`src/rtl/boot_loader_pkg.sv`:
```
// Shared constants and state encodings for the UART program loader.
// Frame layout: START_BYTE, length (2 bytes, big-endian), data words, checksum byte.
package boot_loader_pkg;
  localparam logic [7:0] START_BYTE     = 8'hA5;
  localparam int         BYTES_PER_WORD = 4;

  typedef enum logic [2:0] {
    IDLE,
    LEN_HI,
    LEN_LO,
    DATA,
    CHK,
    RUN
  } state_t;

  typedef enum logic [1:0] {
    RX_IDLE,
    RX_START,
    RX_DATA,
    RX_STOP
  } rx_state_t;
endpackage

```
`src/rtl/uart_rx_byte.sv`:
```
// 8N1 UART byte receiver: rx synchronizer, mid-bit sampling, stop-bit framing check.
// Outputs a one-cycle byte_valid or frame_err pulse at the stop-bit sample.
module uart_rx_byte
  import boot_loader_pkg::*;
#(
  parameter int CLKS_PER_BIT = 87
) (
  input  logic       clk,
  input  logic       reset,
  input  logic       rx,
  output logic       byte_valid,
  output logic [7:0] byte_data,
  output logic       frame_err
);
  localparam int CW = $clog2(CLKS_PER_BIT);
  localparam logic [CW-1:0] FULL_LAST = CW'(CLKS_PER_BIT - 1);
  localparam logic [CW-1:0] HALF_LAST = CW'(CLKS_PER_BIT / 2 - 1);

  logic            rx_meta, rx_sync, rx_prev;
  rx_state_t       state, state_n;
  logic [CW-1:0]   cnt, cnt_n;
  logic [2:0]      bit_idx, bit_idx_n;
  logic [7:0]      shreg, shreg_n;

  always_ff @(posedge clk) begin
    if (reset) begin
      rx_meta <= 1'b1;
      rx_sync <= 1'b1;
      rx_prev <= 1'b1;
      state   <= RX_IDLE;
      cnt     <= '0;
      bit_idx <= '0;
      shreg   <= '0;
    end else begin
      rx_meta <= rx;
      rx_sync <= rx_meta;
      rx_prev <= rx_sync;
      state   <= state_n;
      cnt     <= cnt_n;
      bit_idx <= bit_idx_n;
      shreg   <= shreg_n;
    end
  end

  // A start needs a true high-to-low edge, so a line held low after a
  // framing error cannot retrigger until it has returned to idle.
  always_comb begin
    state_n    = state;
    cnt_n      = cnt;
    bit_idx_n  = bit_idx;
    shreg_n    = shreg;
    byte_valid = 1'b0;
    frame_err  = 1'b0;
    byte_data  = shreg;
    case (state)
      RX_IDLE: begin
        cnt_n = '0;
        if (rx_prev && !rx_sync) state_n = RX_START;
      end
      RX_START: begin
        if (cnt == HALF_LAST) begin
          cnt_n     = '0;
          bit_idx_n = '0;
          state_n   = rx_sync ? RX_IDLE : RX_DATA;
        end else begin
          cnt_n = cnt + CW'(1);
        end
      end
      RX_DATA: begin
        if (cnt == FULL_LAST) begin
          cnt_n   = '0;
          shreg_n = {rx_sync, shreg[7:1]};
          if (bit_idx == 3'd7) state_n = RX_STOP;
          else bit_idx_n = bit_idx + 3'd1;
        end else begin
          cnt_n = cnt + CW'(1);
        end
      end
      RX_STOP: begin
        if (cnt == FULL_LAST) begin
          cnt_n      = '0;
          state_n    = RX_IDLE;
          byte_valid = rx_sync;
          frame_err  = !rx_sync;
        end else begin
          cnt_n = cnt + CW'(1);
        end
      end
      default: state_n = RX_IDLE;
    endcase
  end
endmodule

```
`src/rtl/boot_loader_uart.sv`:
```
// Serial program loader: parses a framed image from the UART, writes it into
// instruction memory word by word, and releases the core once the checksum matches.
module boot_loader_uart
  import boot_loader_pkg::*;
#(
  parameter int CLKS_PER_BIT = 87,
  parameter int ADDR_W       = 8,
  parameter int DATA_W       = 32
) (
  input  logic              clk,
  input  logic              reset,
  input  logic              rx,
  output logic              cpu_reset,
  output logic              imem_we,
  output logic [ADDR_W-1:0] imem_addr,
  output logic [DATA_W-1:0] imem_wdata,
  output logic              done,
  output logic              err,
  output state_t            dbg_state
);
  localparam int MAX_WORDS = 2 ** ADDR_W;
  localparam int CW        = ADDR_W + 1;

  logic        byte_valid, frame_err;
  logic [7:0]  byte_data;

  state_t              state, state_n;
  logic [7:0]          len_hi, len_hi_n;
  logic [CW-1:0]       len, len_n;
  logic [CW-1:0]       word_cnt, word_cnt_n;
  logic [1:0]          byte_cnt, byte_cnt_n;
  logic [DATA_W-1:0]   word_reg, word_reg_n;
  logic [7:0]          sum, sum_n;
  logic                err_q, err_n;
  logic                we_q, we_n;
  logic [ADDR_W-1:0]   addr_q, addr_n;
  logic [DATA_W-1:0]   wdata_q, wdata_n;

  logic [15:0]         len_rx;
  logic [7:0]          sum_next;
  logic [CW-1:0]       word_cnt_inc;
  logic [DATA_W-1:0]   word_shifted;

  uart_rx_byte #(.CLKS_PER_BIT(CLKS_PER_BIT)) u_rx (
    .clk        (clk),
    .reset      (reset),
    .rx         (rx),
    .byte_valid (byte_valid),
    .byte_data  (byte_data),
    .frame_err  (frame_err)
  );

  assign len_rx       = {len_hi, byte_data};
  assign sum_next     = sum + byte_data;
  assign word_cnt_inc = word_cnt + CW'(1);
  assign word_shifted = {word_reg[DATA_W-9:0], byte_data};

  always_ff @(posedge clk) begin
    if (reset) begin
      state    <= IDLE;
      len_hi   <= '0;
      len      <= '0;
      word_cnt <= '0;
      byte_cnt <= '0;
      word_reg <= '0;
      sum      <= '0;
      err_q    <= 1'b0;
      we_q     <= 1'b0;
      addr_q   <= '0;
      wdata_q  <= '0;
    end else begin
      state    <= state_n;
      len_hi   <= len_hi_n;
      len      <= len_n;
      word_cnt <= word_cnt_n;
      byte_cnt <= byte_cnt_n;
      word_reg <= word_reg_n;
      sum      <= sum_n;
      err_q    <= err_n;
      we_q     <= we_n;
      addr_q   <= addr_n;
      wdata_q  <= wdata_n;
    end
  end

  always_comb begin
    state_n    = state;
    len_hi_n   = len_hi;
    len_n      = len;
    word_cnt_n = word_cnt;
    byte_cnt_n = byte_cnt;
    word_reg_n = word_reg;
    sum_n      = sum;
    err_n      = err_q;
    we_n       = 1'b0;
    addr_n     = addr_q;
    wdata_n    = wdata_q;
    if (frame_err && state != IDLE && state != RUN) begin
      err_n   = 1'b1;
      state_n = IDLE;
    end else if (byte_valid) begin
      case (state)
        IDLE: begin
          if (byte_data == START_BYTE) begin
            err_n      = 1'b0;
            sum_n      = '0;
            word_cnt_n = '0;
            byte_cnt_n = '0;
            state_n    = LEN_HI;
          end
        end
        LEN_HI: begin
          len_hi_n = byte_data;
          state_n  = LEN_LO;
        end
        LEN_LO: begin
          len_n = CW'(len_rx);
          if (len_rx > 16'(MAX_WORDS)) begin
            err_n   = 1'b1;
            state_n = IDLE;
          end else if (len_rx == 16'd0) begin
            state_n = CHK;
          end else begin
            state_n = DATA;
          end
        end
        DATA: begin
          word_reg_n = word_shifted;
          sum_n      = sum_next;
          byte_cnt_n = byte_cnt + 2'd1;
          // Last byte of a word: commit the assembled word on the next cycle.
          if (byte_cnt == 2'(BYTES_PER_WORD - 1)) begin
            we_n       = 1'b1;
            addr_n     = word_cnt[ADDR_W-1:0];
            wdata_n    = word_shifted;
            word_cnt_n = word_cnt_inc;
            if (word_cnt_inc == len) state_n = CHK;
          end
        end
        CHK: begin
          if (sum_next == 8'd0) begin
            state_n = RUN;
          end else begin
            err_n   = 1'b1;
            state_n = IDLE;
          end
        end
        RUN:     state_n = RUN;
        default: state_n = IDLE;
      endcase
    end
  end

  assign cpu_reset  = (state != RUN);
  assign done       = (state == RUN);
  assign err        = err_q;
  assign imem_we    = we_q;
  assign imem_addr  = addr_q;
  assign imem_wdata = wdata_q;
  assign dbg_state  = state;
endmodule
```
`config.mk`:
```
export PLATFORM = sky130hd
export DESIGN_NAME = boot_loader_uart
export DESIGN_NICKNAME = d
export VERILOG_FILES = /design/src/rtl/boot_loader_pkg.sv /design/src/rtl/uart_rx_byte.sv /design/src/rtl/boot_loader_uart.sv
export SDC_FILE = /design/constraint.sdc
export NUM_CORES = 1
export LEC_CHECK = 0
export ABC_CLOCK_PERIOD_IN_PS = 2950
export CAP_MARGIN = 20
export CORE_UTILIZATION = 52
export DETAILED_ROUTE_END_ITERATION = 16
export GPL_TIMING_DRIVEN = 0
export PLACE_DENSITY = 0.79
export SETUP_SLACK_MARGIN = 0.1
export SYNTH_ARGS = -nofsm -noshare
export SYNTH_HDL_FRONTEND = slang
export SYNTH_SLANG_ARGS = --single-unit
```
`constraint.sdc`:
```
create_clock -name clk -period 2.95 [get_ports clk]
set_clock_uncertainty 0.2 [all_clocks]
set_input_delay 0.59 -clock clk [delete_from_list [all_inputs] [get_ports clk]]
set_output_delay 0.59 -clock clk [all_outputs]
set_load 0.005 [all_outputs]
```
======== Yosys cells after proc, flatten, opt, wreduce, memory -nomap -nowiden ========
Index checks and enable logic that the tools add are counted.
word-level totals
  flip-flop bits (word level) ............. 128
  output and inout bits ................... 47
operators by class
  $add $sub $neg .......................... 5
  $lt $le $gt $ge ......................... 1
  eq/ne operators ......................... 27
  multiplexer cells ....................... 39
  bitwise gates (word level) .............. 3
  reduce and logical (&&, ||, !) cells .... 27
operators with widths
  cell                 number
  $mux 3               9
  $pmux 7 s3           1
  $mux 9               2
  $pmux 3 s6           1
  $pmux 9 s2           1
  $gt 16x9->1 const B  1
  $logic_not 16->1     1
  $pmux 8 s2           1
  $reduce_and 4->1     4
  $reduce_and 5->1     3
  $mux 2               7
  $mux 7               2
  $ne 3x3->1 const B   4
  $mux 1               10
  $ne 2x1->1 const B   5
  $add 9x1->9 const B  1
  $eq 3x3->1 const B   3
  $eq 9x9->1           1
  $reduce_and 3->1     3
  $add 8x8->8          1
  $eq 8x8->1 const B   1
  $logic_not 8->1      1
  $mux 8               1
  $ne 2x2->1 const B   4
  other kinds (24)     34

======== Logic depth before layout (Yosys ltp) ========
Gate-level depths: netlist of the first run.
  word-level depth ........................ 7
  depth in mapped cells ................... 10

======== Modules after synthesis ========
A second synthesis of the first run with hierarchy kept.
unflattened totals
  cell total of the unflattened synthesis .. 691
  area, all modules ....................... 5611.6 um^2
by module, submodules not included
  module            instances  cells each  area each (um^2)
  boot_loader_uart  1          572         4550.6
  uart_rx_byte      1          119         1061.0

======== Least setup slack after synthesis of the first run ========
OpenSTA, ideal clock, no wires.
  path kind ............................... flip-flop to flip-flop
  from .................................... reg u_rx.shreg[0], in the netlist u_rx.byte_data[0]
  to ...................................... reg err_q, in the netlist err
  setup time .............................. 0.131 ns
  data arrival time ....................... 2.487 ns
  slack ................................... 0.132 ns
  cell stages (with the launch flop) ...... 8
  buffers on the path ..................... 0
  period minus slack after synthesis ...... 2.818 ns
  cells stage by stage .................... dfxtp_1 > ha_1 > fa_1 > or4b_1 > or4_1 > or3_1 > o211ai_1 > a211oi_1
between the ends
  longest elaborated chain between the ends .. 4
RTL lines
  item                          line                     source
  start: declaration            uart_rx_byte.sv:23       logic [7:0] shreg, shreg_n;
  start signal: assignment      uart_rx_byte.sv:41       shreg <= shreg_n;
  $add 8x8->8                   boot_loader_uart.sv:54   assign sum_next = sum + byte_data;
  $logic_not 8->1               boot_loader_uart.sv:141  if (sum_next == 8'd0) begin
  $ne 3x3->1 (no line)          --
  $reduce_and 5->1 (no line) *  --
  end signal: assignment        boot_loader_uart.sv:79   err_q <= err_n;
  end: declaration              boot_loader_uart.sv:34   logic err_q, err_n;
Mark *: on every way between the ends. The rest lies on a longest branch, timed or not.
A chain may end at the register's enable or synchronous reset.

======== Worst setup path in the final report of the first run ========
Ends and elaborated chain as after synthesis.

==> flow_summary.yaml, run 1 <==
worst_setup_path:
  arrival_ns: 3.03
  cp-end-kind: "flip-flop"
  crit_type: "reg2reg"
  cp_max_fo: 3
  worstPathRequired_ns: 3.15
  r2r_setup_slack_ns: 0.12
  startpoint_type: "flip-flop"
placement:
  gp_congestion: 0.904
  numPortBuffers: 49
  dpl.hpwl_mm: 9.61
die:
  core_area_um2: 10300
  rows: 37
  die_w_um: 105
  initial_core_util_pct: 53.6
  die_area_um2: 11100
  die_y_um: 105
  io_pins: 50
timing:
  post-route-period-util_pct: 96.0
  finalSetupViolations: 0
  fmax_ghz: 0.353
  tns_ns: 0
  rsz0062_at_grt: "true"
  slew_violations: 0
  relSlewSlack_pct: 39.5
  worst_pin_slew_ns: 0.901
  fin_crit_ns: 2.83
  hold_violations: 0
routing:
  dr_total_vias: 5092
  route.final.wire_length_mm: 13.9
  dr.pass1.iters: 11
  drc_errors: 0
  ant_nets: 0
  drt_iter0_markers: 404
  routedWlPerCell_um: 15.3
  via_per_inst: 5.61
synthesis:
  synth_cells: 689
  netlist_area_um2: 5540
  synth_warnings: 0
  synth_nets: 706
  ys_seq_area_share_pct: 46.3
  synth_edf_count: 0
  synth_area_per_cell_um2: 8.03
  synthFlopType: "dfxtp_1"
  async_reset_ff_share_pct: 0
  synth_cell_types: 58
  synth_seq_cells: 128
clocking:
  clkTransAtPathRegs_ns: 0.06
  cts-root-buf: "clkbuf_8"
  clkSinkCount: 128
  clkLatencyLatePin_ns: 0.53
  cts_tree: "built"
  cts_max_path_buffers: 2
  cts_buffers: 17
  htreeDepth: 4
power_and_ir_drop:
  power_mw: 3.73
  cellLeakagePower_nw: 2.44
  p_per_area_nw_per_um2: 545
  vdd_ir_drop_max_mv: 0.559
outcome:
  status: "finished clean"
finish:
  syn_to_final_growth_pct: 23.6
  finish.utilization_pct: 66.3
  largest_reg_flops: 32
  n_antenna_cell: 0
  finish.net_count: 776
  drive_above_1_share_pct: 8.03
job:
  drv_cap: 0
grt:
  grt_overflow: 0
  antenna_found_initial: 0
  grt_pass1_wl_mm: 22.8
  grt_pass1_vias: 5009
  grt_use_total_pct: 26.2
  grt_max_degree: 17
worst_hold_path:
  hp-class: "reg2reg"
-- what timing repair did --
| action | in CTS | in global routing |
|---|---|---|
| pin swaps | 0 | 1 |
| setup buffers | 1 | 2 |
| hold buffers | 0 | 0 |
| gates cloned | 0 | 0 |
| setup endpoints to repair | 43 | 60 |
| gates resized for setup | 12 | 11 |
-- critical path, cell delays in order, from the launching register on --
cell      delay (ns)
dfxtp_4         0.36
ha_4            0.15
fa_2            0.44
or4b_4          0.54
or4_4           0.43
or3_4           0.39
o211ai_1        0.09
a211oi_1        0.09
-- synthesized netlist by cell type (all sizes together), types with 7 or more instances --
master	instances	share of area [%]
nand2	176	12
dfxtp	128	46
a21oi	100	9.0
nor2	58	3.9
clkbuf	38	2.6
ha	13	2.9
xnor2	13	2.1
a22oi	12	1.6
mux2i	12	2.2
nand3	10	0.99
xor2	10	1.6
nor3	9	0.81
o21ai	8	0.72
or3	8	0.90
nand4	7	0.90
-- placed cells by master, fill, tap and decap left out, types with 5 or more instances in the layout --
| cell type | instances |
|---|---|
| nand3_1 | 9 |
| nand4_1 | 6 |
| clkbuf_16 | 16 |
| clkbuf_1 | 36 |
| a21oi_1 | 100 |
| or4_1 | 5 |
| a22oi_1 | 11 |
| ha_1 | 12 |
| xnor2_1 | 13 |
| dfxtp_1 | 125 |
| inv_1 | 6 |
| mux2i_1 | 12 |
| nor2_1 | 55 |
| clkinv_2 | 6 |
| clkbuf_8 | 5 |
| or3_1 | 7 |
| nor2b_1 | 5 |
| xor2_1 | 10 |
| nor3_1 | 9 |
| nand2_1 | 176 |
| clkdlybuf4s50_1 | 49 |
| and3_1 | 6 |
| o21ai_1 | 5 |
-- worst paths after layout --
| check | from | cells after the start | to |
|---|---|---|---|
| max reg2reg | u_rx.byte_data[0]$_SDFFE_PP0P_ | 7 | err$_SDFFE_PP0P_ |
| min | u_rx.rx_meta$_SDFF_PP1_ | 1 | u_rx.rx_sync$_SDFF_PP1_ |
| max | u_rx.byte_data[0]$_SDFFE_PP0P_ | 7 | err$_SDFFE_PP0P_ |
| min reg2reg | u_rx.rx_meta$_SDFF_PP1_ | 1 | u_rx.rx_sync$_SDFF_PP1_ |
-- power breakdown --
group | internal, mW | switching, mW | leakage, nW
Clock | 1.20 | 0.753 | 0.280
Sequential | 1.73 | 0.00186 | 1.03
Combinational | 0.00975 | 0.0344 | 1.13
Total | 2.94 | 0.789 | 2.44
-- metrics by stage --
stage	hold slack (ns)	cells	instance area, um2	worst slack [ns]
3_3_place_gp	0.198	874	6200	-0.180
5_1_grt	0.231	908	6840	0.0555
6_report	0.212	908	6840	0.118
3_5_place_dp	0.202	874	6200	-0.187
2_1_floorplan	0.189	689	5540	0.132
4_1_cts	0.215	907	6800	0.0917
-- routing by layer --
metal  vias to the layer above  track usage (%)  routed length [um]
met5                         -                0                   0
met4                         0             12.6                 394
met3                        40             6.99                 783
met2                       171             43.5                6710
met1                      2400             31.3                6030
li1                       2481                -                   -
-- kinds of logic (layout without fill, tap and decap cells) --
family / Yosys count / in the layout / share of synthesized area, %
AOI/OAI and AO/OA: 146 / 146 / 15.0
xor gates and xnor gates: 23 / 23 / 3.64
adders and majority gates: 14 / 14 / 3.30
buffers and inverters: 50 / 133 / 3.59
DFF: 128 / 128 / 46.3
muxes: 13 / 13 / 2.37
and+or+nand+nor: 315 / 315 / 25.8
-- area by class of cell --
cell class                      instances  area, um2
Timing Repair Buffer                   52        513
Tap cell                              136        170
Buffer                                 41        170
Clock buffer                           22        473
Fill cell                             825       3480
Multi-Input combinational cell        511       2830
Clock inverter                         10       85.1
Sequential cell                       128       2570
Inverter                                8       30.0
(Power assumes the default switching activity.)
==> run 2, diff against run 1 <==
--- a/constraint.sdc
+++ b/constraint.sdc
@@ -4,2 +4,2 @@
 set_output_delay 0.59 -clock clk [all_outputs]
-set_load 0.005 [all_outputs]
+set_load 0.05 [all_outputs]
==> run 2 against run 1 <==
  * Maximum frequency increased by 0.28%
  * Sequential power about the same
  * First-iteration DRC count increased by 1.5%
  * Global-route usage increased by 0.28 points
  * Die area unchanged
  * Sequential cell count unchanged
  * Core utilization increased by 0.72 points
  * Non-clock buffer count decreased by 1
  * Clock-buffer cell count unchanged
  * Routed wire length increased by 0.14%
  * Highest routed layer unchanged
  * Final cell count decreased by 0.11%
  * Critical path type unchanged
==> flow_summary.yaml, run 2 (synthesis results as in run 1) <==
outcome:
  status: "finished clean"
finish:
  n_antenna_cell: 0
  syn_to_final_growth_pct: 25.0
  drive_above_1_share_pct: 8.17
  final_cell_mix: "176 x nand2_1, 125 x dfxtp_1, 100 x a21oi_1"
  largest_reg_flops: 32
  finish.utilization_pct: 67.0
  stdcell_count: 907
  finish.net_count: 775
  n_fill_cell: 795
  final_common_cell: "nand2_1"
worst_setup_path:
  path_cells: "ha_4 > fa_2 > or4b_4 > or4_4 > or3_4 > o211ai_1 > a211oi_1"
  cp_max_fo: 3
  worstPathRequired_ns: 3.14
  arrival_ns: 3.01
  r2r_setup_slack_ns: 0.13
  rr_startpoint: "u_rx.byte_data[0]$_SDFFE_PP0P_"
  startpoint_type: "flip-flop"
  worstRegToRegCells: 7
  cp-end-kind: "flip-flop"
  cp_slowest_stage_delay_ns: 0.52
  r2r-end: "err$_SDFFE_PP0P_"
  crit_slowest_cell: "or4b_4"
  crit_type: "reg2reg"
placement:
  place_ws_ns: -0.163
  gp_congestion: 0.888
  dpl.hpwl_mm: 9.42
  numPortBuffers: 49
  placed_cells: 874
die:
  initial_core_util_pct: 53.6
  io_pins: 50
  core_area_um2: 10300
  die_y_um: 105
  rows: 37
  die_w_um: 105
  die_area_um2: 11100
grt:
  grt_use_total_pct: 26.4
  grt_max_degree: 17
  antenna_found_initial: 0
  grt_pass1_vias: 4805
  grt_pass1_wl_mm: 23.0
  grt_overflow: 0
power_and_ir_drop:
  p_per_area_nw_per_um2: 588
  p_clk_share_pct: 56.3
  swShare_pct: 19.3
  comb_power_share_pct: 1.1
  cellInternalPower_mw: 3.28
  cellLeakagePower_nw: 2.48
  power.switching_mw: 0.785
  vdd_ir_drop_max_mv: 0.443
  seqPwrFrac_pct: 42.6
timing:
  postLayoutSetupSlackWorst_ns: 0.126
  relSlewSlack_pct: 41.8
  slew_violations: 0
  post-route-period-util_pct: 95.7
  worst_pin_slew_ns: 0.867
  fin_crit_ns: 2.82
  hold_violations: 0
  fmax_ghz: 0.354
  rsz0062_at_grt: "true"
  finalSetupViolations: 0
worst_hold_path:
  hold_path_end: "u_rx.rx_sync$_SDFF_PP1_"
  hp-class: "reg2reg"
  hold_depth: 1
  worstHoldStart: "u_rx.rx_meta$_SDFF_PP1_"
routing:
  ant_nets: 0
  dr_total_vias: 5094
  routedWlPerCell_um: 15.4
  via_per_inst: 5.62
  drt_iter0_markers: 410
  route.final.wire_length_mm: 13.9
  drc_errors: 0
  dr.pass1.iters: 5
clocking:
  cts_hold_buf: 0
  cts-root-buf: "clkbuf_8"
  clkTransAtPathRegs_ns: 0.06
  htreeDepth: 4
  cts_buffers: 17
  cts_max_path_buffers: 2
  cts_tree: "built"
  clkLatencyLatePin_ns: 0.52
  clkSinkCount: 128
job:
  drv_cap: 0
-- run 2: changes by cell type in the layout (fill, tap and decap cells not counted), moves of 2 or more --
| cell | previous run | this run |
|---|---|---|
| bufinv_16 | 1 | 5 |
| clkdlybuf4s50_1 | 49 | 47 |
| clkbuf_2 | 0 | 4 |
| clkinv_2 | 6 | 3 |
| buf_4 | 4 | 2 |
| clkinv_4 | 2 | 0 |
-- run 2: worst max-delay path by stage --
stage | endpoint | startpoint | cells after the start
after floorplan | err$_SDFFE_PP0P_ | u_rx.byte_data[0]$_SDFFE_PP0P_ | 7
after global placement | err$_SDFFE_PP0P_ | u_rx.byte_data[0]$_SDFFE_PP0P_ | 7
after detailed placement | err$_SDFFE_PP0P_ | u_rx.byte_data[0]$_SDFFE_PP0P_ | 7
after CTS | err$_SDFFE_PP0P_ | u_rx.byte_data[0]$_SDFFE_PP0P_ | 7
after global routing | err$_SDFFE_PP0P_ | u_rx.byte_data[0]$_SDFFE_PP0P_ | 7
final | err$_SDFFE_PP0P_ | u_rx.byte_data[0]$_SDFFE_PP0P_ | 7
-- run 2: layout make-up --
class                           instances  area (um2)  area share (%)
Multi-Input combinational cell        511        2830            40.9
Clock inverter                         10         180            2.60
Timing Repair Buffer                   51         495            7.16
Inverter                                8        30.0           0.434
Sequential cell                       128        2570            37.1
Clock buffer                           22         473            6.84
Tap cell                              136         170            2.46
Buffer                                 41         169            2.44
-- run 2: per-stage QoR --
stage,setup TNS [ns],cell area (um2),hold WS (ns),power (mW)
2_1_floorplan,0,5540,0.189,1.80
3_3_place_gp,-0.336,6200,0.195,1.81
3_5_place_dp,-0.312,6200,0.204,1.81
4_1_cts,0,6900,0.219,4.08
5_1_grt,0,6920,0.239,4.18
6_report,0,6920,0.215,4.07
-- run 2: timing repair --
item | 4_1_cts | 5_1_grt
setup buffers | 1 | 1
resized for setup | 16 | 10
endpoints found under the setup margin | 45 | 50
pin swaps | 1 | 1
-- run 2: routing by layer --
metal | vias to the layer above | global-route usage (%) | routed length [um]
met1 | 2414 | 32.8 | 5950
met5 | - | 0 | 0
met2 | 161 | 43.6 | 6850
li1 | 2491 | - | -
met4 | 0 | 11.2 | 296
met3 | 28 | 6.61 | 835
-- run 2: power groups by stage --
| stage | clock [mW] | combinational (mW) | sequential (mW) |
|---|---|---|---|
| 2_1_floorplan | 0 | 0.0274 | 1.77 |
| 6_report | 2.29 | 0.0442 | 1.73 |
| 5_1_grt | 2.40 | 0.0480 | 1.73 |
| 3_3_place_gp | 0 | 0.0420 | 1.77 |
| 3_5_place_dp | 0 | 0.0432 | 1.77 |
| 4_1_cts | 2.30 | 0.0440 | 1.73 |
-- run 2: critical path: cells and delay by family (launching register included) --
kind	cells	cell delay (ns)
adders and majority gates	2	0.59
DFF	1	0.37
and+or+nand+nor	3	1.34
AOI/OAI and AO/OA	2	0.19
==> run 3, diff against run 2 <==
Settings changed: SLEW_MARGIN set to 20.
==> results of run 3 <==
Final layout, timing and power as in run 2 (identical DEF).
